`config.mk`:
```
export PLATFORM = sky130hd
export DESIGN_NAME = corr_sequencer
export DESIGN_NICKNAME = d
export VERILOG_FILES = /design/src/rtl/corr_sequencer.sv
export SDC_FILE = /design/constraint.sdc
export NUM_CORES = 1
export LEC_CHECK = 0
export BUFFER_PORTS_ARGS = -buffer_cell sky130_fd_sc_hd__buf_2
export CORE_MARGIN = 2
export CORE_UTILIZATION = 55
export DETAILED_ROUTE_END_ITERATION = 10
export PLACE_DENSITY_LB_ADDON = 0.25
export SYNTH_ARGS = -nofsm -noshare
export SYNTH_HDL_FRONTEND = slang
export SYNTH_SLANG_ARGS = --single-unit
```
`constraint.sdc`:
```
create_clock -name clk -period 4.15 [get_ports clk]
set_clock_uncertainty 0.15 [all_clocks]
set_input_delay 0.6225 -clock clk [delete_from_list [all_inputs] [get_ports clk]]
set_output_delay 0.6225 -clock clk [all_outputs]
set_load 0.01 [all_outputs]
```
`src/rtl/corr_sequencer.sv`:
```
// corr_sequencer: start/busy/done sequencer for the correlation datapath.
// It reads ROM_A/ROM_B in lockstep and accumulates P = sum A[i]*B[i] for
// i = 0..N-1. The accumulator saturates instead of wrapping.
//
// Ports:
//   clk         rising-edge system clock
//   reset       asynchronous, active-low reset
//   start       run request; a rising edge seen in IDLE starts a run
//   sample_sel  N select: 0->1, 1->2, 2->4, 3->8 (latched at start)
//   rom_addr    registered address shared by both ROMs
//   rom_a_data  ROM_A read data, one cycle after rom_addr
//   rom_b_data  ROM_B read data, one cycle after rom_addr
//   busy        a run is in progress
//   done        sticky result-valid flag, cleared by the next accepted start
//   overflow    sticky flag: the last run's accumulation saturated
//   result      final correlation value, held until the next run completes
//   n_active    N latched for the current or last run
module corr_sequencer #(
  parameter int DATA_W = 4,
  parameter int ADDR_W = 4,
  parameter int ACC_W  = 8
) (
  input  logic              clk,
  input  logic              reset,
  input  logic              start,
  input  logic [1:0]        sample_sel,
  output logic [ADDR_W-1:0] rom_addr,
  input  logic [DATA_W-1:0] rom_a_data,
  input  logic [DATA_W-1:0] rom_b_data,
  output logic              busy,
  output logic              done,
  output logic              overflow,
  output logic [ACC_W-1:0]  result,
  output logic [3:0]        n_active
);

  typedef enum logic [1:0] {
    IDLE  = 2'd0,
    PRIME = 2'd1,
    ACC   = 2'd2
  } state_e;

  state_e              state_q, state_d;
  logic                start_q, start_d;
  logic [ADDR_W-1:0]   rom_addr_q, rom_addr_d;
  logic                busy_q, busy_d;
  logic                done_q, done_d;
  logic                overflow_q, overflow_d;
  logic [ACC_W-1:0]    result_q, result_d;
  logic [3:0]          n_active_q, n_active_d;
  logic [ACC_W-1:0]    acc_q, acc_d;
  logic [3:0]          idx_q, idx_d;

  logic                start_rise;
  logic [2*DATA_W-1:0] prod;
  logic [ACC_W:0]      sum;
  logic [ACC_W-1:0]    sat_sum;
  logic [3:0]          n_decoded;

  assign start_rise = start & ~start_q;
  assign prod       = (2*DATA_W)'(rom_a_data) * (2*DATA_W)'(rom_b_data);
  assign sum        = (ACC_W+1)'(acc_q) + (ACC_W+1)'(prod);
  // Once acc is all-ones any non-zero product carries out again, so the
  // saturated value is self-sustaining.
  assign sat_sum    = sum[ACC_W] ? '1 : sum[ACC_W-1:0];

  always_comb begin
    n_decoded = 4'd1;
    case (sample_sel)
      2'd0:    n_decoded = 4'd1;
      2'd1:    n_decoded = 4'd2;
      2'd2:    n_decoded = 4'd4;
      default: n_decoded = 4'd8;
    endcase
  end

  always_comb begin
    state_d    = state_q;
    start_d    = start;
    rom_addr_d = rom_addr_q;
    busy_d     = busy_q;
    done_d     = done_q;
    overflow_d = overflow_q;
    result_d   = result_q;
    n_active_d = n_active_q;
    acc_d      = acc_q;
    idx_d      = idx_q;

    case (state_q)
      IDLE: begin
        busy_d     = 1'b0;
        rom_addr_d = '0;
        if (start_rise) begin
          n_active_d = n_decoded;
          acc_d      = '0;
          idx_d      = '0;
          done_d     = 1'b0;
          overflow_d = 1'b0;
          busy_d     = 1'b1;
          state_d    = PRIME;
        end
      end
      PRIME: begin
        // Address 0 is being read this cycle; its data arrives in the first ACC cycle.
        rom_addr_d = ADDR_W'(1);
        state_d    = ACC;
      end
      ACC: begin
        acc_d      = sat_sum;
        overflow_d = overflow_q | sum[ACC_W];
        idx_d      = idx_q + 4'd1;
        rom_addr_d = rom_addr_q + ADDR_W'(1);
        if (idx_q == n_active_q - 4'd1) begin
          result_d   = sat_sum;
          done_d     = 1'b1;
          busy_d     = 1'b0;
          rom_addr_d = '0;
          state_d    = IDLE;
        end
      end
      default: state_d = IDLE;
    endcase
  end

  always_ff @(posedge clk or negedge reset) begin
    if (!reset) begin
      state_q    <= IDLE;
      start_q    <= 1'b0;
      rom_addr_q <= '0;
      busy_q     <= 1'b0;
      done_q     <= 1'b0;
      overflow_q <= 1'b0;
      result_q   <= '0;
      n_active_q <= '0;
      acc_q      <= '0;
      idx_q      <= '0;
    end else begin
      state_q    <= state_d;
      start_q    <= start_d;
      rom_addr_q <= rom_addr_d;
      busy_q     <= busy_d;
      done_q     <= done_d;
      overflow_q <= overflow_d;
      result_q   <= result_d;
      n_active_q <= n_active_d;
      acc_q      <= acc_d;
      idx_q      <= idx_d;
    end
  end

  assign rom_addr = rom_addr_q;
  assign busy     = busy_q;
  assign done     = done_q;
  assign overflow = overflow_q;
  assign result   = result_q;
  assign n_active = n_active_q;

endmodule

```
==> flow_summary.toml <==
[timing]
slew_hr_pct = 46.26
worst_pin_slew_ns = 0.8008
post-route-period-util_pct = 92.78
setup_viol_count_final = 0
layout_min_cycle_time_ns = 3.850
finalHoldViolCount = 0
max_freq_mhz = 259.7
rsz0062_at_grt = "no"
final_max_slew_viol_count = 0
post-route-worst-setup-slack_ns = 0.2996

[detailed_routing]
final_antenna_net_count = 0
drt-initial-drc-count = 57
routed-via-count = 1668
routed_wl_per_cell_um = 13.70
overall_routed_net_length_um = 4232
remaining_drc_errors = 0
routed_via_density = 5.398
drt_first_pass_iters = 4

[cells_and_area]
final_area_mm2 = 0.002678
finish.cell_count_without_fillers = 309
areaGrowthSynthToFinish_pct = 13.89
most_common_library_cell_in_the_layout_ignoring_fill_and_taps = "sky130_fd_sc_hd__dfrtp_1"
finish.net_count = 304
n_fill_cell = 308
antenna_cells = 0
final_layout_size_suffix_gt1_share_pct = 23.94
layout.cells.most_common_list = "sky130_fd_sc_hd__dfrtp_1, sky130_fd_sc_hd__buf_2, sky130_fd_sc_hd__ha_1"
utilization_pct = 65.99

[logic_synthesis]
synth_cells = 219
syn-num-nets = 265
synth.yosys.seq_area_share_pct = 36.19
number_of_distinct_library_cells_after_synthesis = 45
ys_dominant_reg_cell = "sky130_fd_sc_hd__dfrtp_1"
synth-warning-count = 0
netlist_area_mm2 = 0.002351
synth_enable_flop_cells = 0
asyncSetResetFlopFracSynth_pct = 100.0
postSynthRegisterBits = 34
syn_area_per_cell_um2 = 10.74

[placed_design]
postPlaceCellArea_mm2 = 0.002586
buffer_ports.inserted = 31
post-place-ws_ns = -0.02217
numPlacedInstances = 301
gpl.final_weighted_congestion = 0.7986
post-dp-hpwl_um = 3366

[global_routing]
grt_first_pass_wirelength_um = 7514
groute.usage.overall_pct = 19.08
vias_in_the_first_global_route = 1657
aggregate_global_routing_overflow = 0
antenna_violations_before_repair = 0
grt_max_degree = 35

[worst_setup_path]
timing.critical_path.max_delay_family = "adder cells"
path_common_cell = "sky130_fd_sc_hd__fa_1"
wp_depth = 13
critPathSlowestCell = "sky130_fd_sc_hd__fa_1"
cp-end-kind = "flop"
worst-endpoint-required_ns = 4.17
critical_path_arrival_ns = 3.87
cp_cell_sequence = "buf_2 > nand2_1 > fa_1 > fa_1 > fa_1 > inv_1 > ha_1 > o211ai_1 > o211a_1 > a221oi_2 > buf_4 > a2111o_1 > mux2_2"
cell_depth_of_the_worst_flop_to_flop_path = 10
critical_path.max_stage_delay_ns = 0.51
type_of_element_launching_the_critical_path = "input port"
buffers_plus_inverters_on_the_worst_setup_path = 3
criticalPathCategory = "in2reg"
worst-path-max-fanout = 9

[cts]
clock_insertion_delay_worst_skew_ns = 0.28
cts-resized-gates = 0
numCtsBuffers = 5
cts.clk_slew.worst_paths_ns = 0.07
cts_post_setup_buffers_inserted = 0
number_of_buffers_inserted_by_hold_repair_at_cts = 0
root_buffer = "sky130_fd_sc_hd__clkbuf_8"
maximum_count_of_clock_buffers_along_a_single_path = 2
clock_tree_from_tritoncts = "yes"
htreeDepth = 2
tritoncts_num_sinks = 34

[flow_run]
max-cap-violations = 0

[floorplan]
io-pin-count = 32
dieArea_mm2 = 0.004814
die-width_um = 69.38
floorplan.rows = 23
floorplan.core_area_mm2 = 0.004058
die_height_um = 69.38
start_util_pct = 57.94

[hold_path]
min_path_type = "in2async"

[outcome]
outcome = "complete, no violations"

[power_and_ir_drop]
total_leakage_power_nw = 1.397
power_w = 0.001672
irDropWorstVdd_mv = 0.4630
powerDensity_mw_per_mm2 = 624.3
[final timing paths]
path | start | to | slack [ns]
min in group clk | start | start_q | 0.32
worst min register to register | result[5] | result[5] | 0.34
worst max register to register | acc_q[2] | result[7] | 1.32
worst max-delay path | rom_a_data[0] | result[7] | 0.30
max in group asynchronous | reset | rom_addr[0] | 3.12
worst min-delay path | reset | result[3] | 0.26
[stage by stage]
step	hold slack, ns	TNS (ns)
2_1_floorplan	0.1769	0
3_3_place_gp	0.3201	0
3_5_place_dp	0.3262	-0.02217
4_1_cts	0.2819	0
5_1_grt	0.3192	0
6_report	0.2563	0
[power breakdown]
group / switching (W) / internal [W]
clock: 0.000113 / 0.000134
combinational: 0.000490 / 0.000398
sequential: 0.0000921 / 0.000444
total: 0.000696 / 0.000976
[Yosys cell counts, drive strengths merged (3+ instances only)]
| library cell | instances | area (um2) |
|---|---|---|
| a21oi | 7 | 38.79 |
| nor2b | 3 | 18.77 |
| ha | 24 | 300.3 |
| and2 | 13 | 81.33 |
| a21o | 4 | 30.03 |
| nor2 | 8 | 30.03 |
| o21ai | 7 | 35.03 |
| a32o | 3 | 30.03 |
| nand2 | 18 | 77.58 |
| nand2b | 7 | 43.79 |
| mux2 | 10 | 116.4 |
| a22o | 10 | 87.58 |
| xor2 | 5 | 43.79 |
| nor3 | 3 | 31.28 |
| o31ai | 3 | 36.28 |
| inv | 20 | 75.07 |
| a211oi | 4 | 35.03 |
| fa | 9 | 180.2 |
| xnor2 | 6 | 52.55 |
| or2 | 3 | 18.77 |
| o21bai | 3 | 22.52 |
| dfrtp | 34 | 850.8 |
[area by class of cell]
| type | instances | area (um2) | share of cell area, % |
|---|---|---|---|
| Timing Repair Buffer | 35 | 185.2 | 6.916 |
| Clock buffer | 7 | 86.33 | 3.224 |
| Multi-Input combinational cell | 162 | 1413 | 52.76 |
| Tap cell | 50 | 62.56 | 2.336 |
| Clock inverter | 1 | 5.005 | 0.1869 |
| Inverter | 20 | 75.07 | 2.804 |
| Sequential cell | 34 | 850.8 | 31.78 |
[flip-flops by register name (all words and copies together), names as in the netlist]
register  cells
acc_q         8
result        8
idx_q         4
n_active      4
rom_addr      4
state_q       2
busy          1
done          1
overflow      1
start_q       1
[routing by layer]
layer  GRT usage (%)  routed length, um  vias to the layer above
met4           3.922                 15                        0
li1                -                  -                      839
met2           29.17               1973                       25
met3           5.087                142                        4
met1           27.43               2101                      800
met5               0                  0                        -
[logic make-up after synthesis]
group | after synthesis | synth area share, %
buf+inv | 23 | 3.725
compound gates | 49 | 16.60
mux | 10 | 4.949
fa+ha+maj | 33 | 20.44
xor+xnor | 11 | 4.098
flops | 34 | 36.19
simple gates | 59 | 14.00
[worst register-to-register path, stage by stage, from the launching register on]
cell and delay (ns):
sky130_fd_sc_hd__dfrtp_1 0.34, sky130_fd_sc_hd__inv_1 0.06, sky130_fd_sc_hd__fa_1 0.52, sky130_fd_sc_hd__inv_1 0.07
sky130_fd_sc_hd__ha_1 0.33, sky130_fd_sc_hd__a211oi_2 0.26, sky130_fd_sc_hd__o211a_1 0.21, sky130_fd_sc_hd__a221oi_2 0.04
sky130_fd_sc_hd__buf_4 0.17, sky130_fd_sc_hd__a2111o_1 0.31, sky130_fd_sc_hd__mux2_2 0.27
Note: power is estimated with default switching activity, not from simulation.
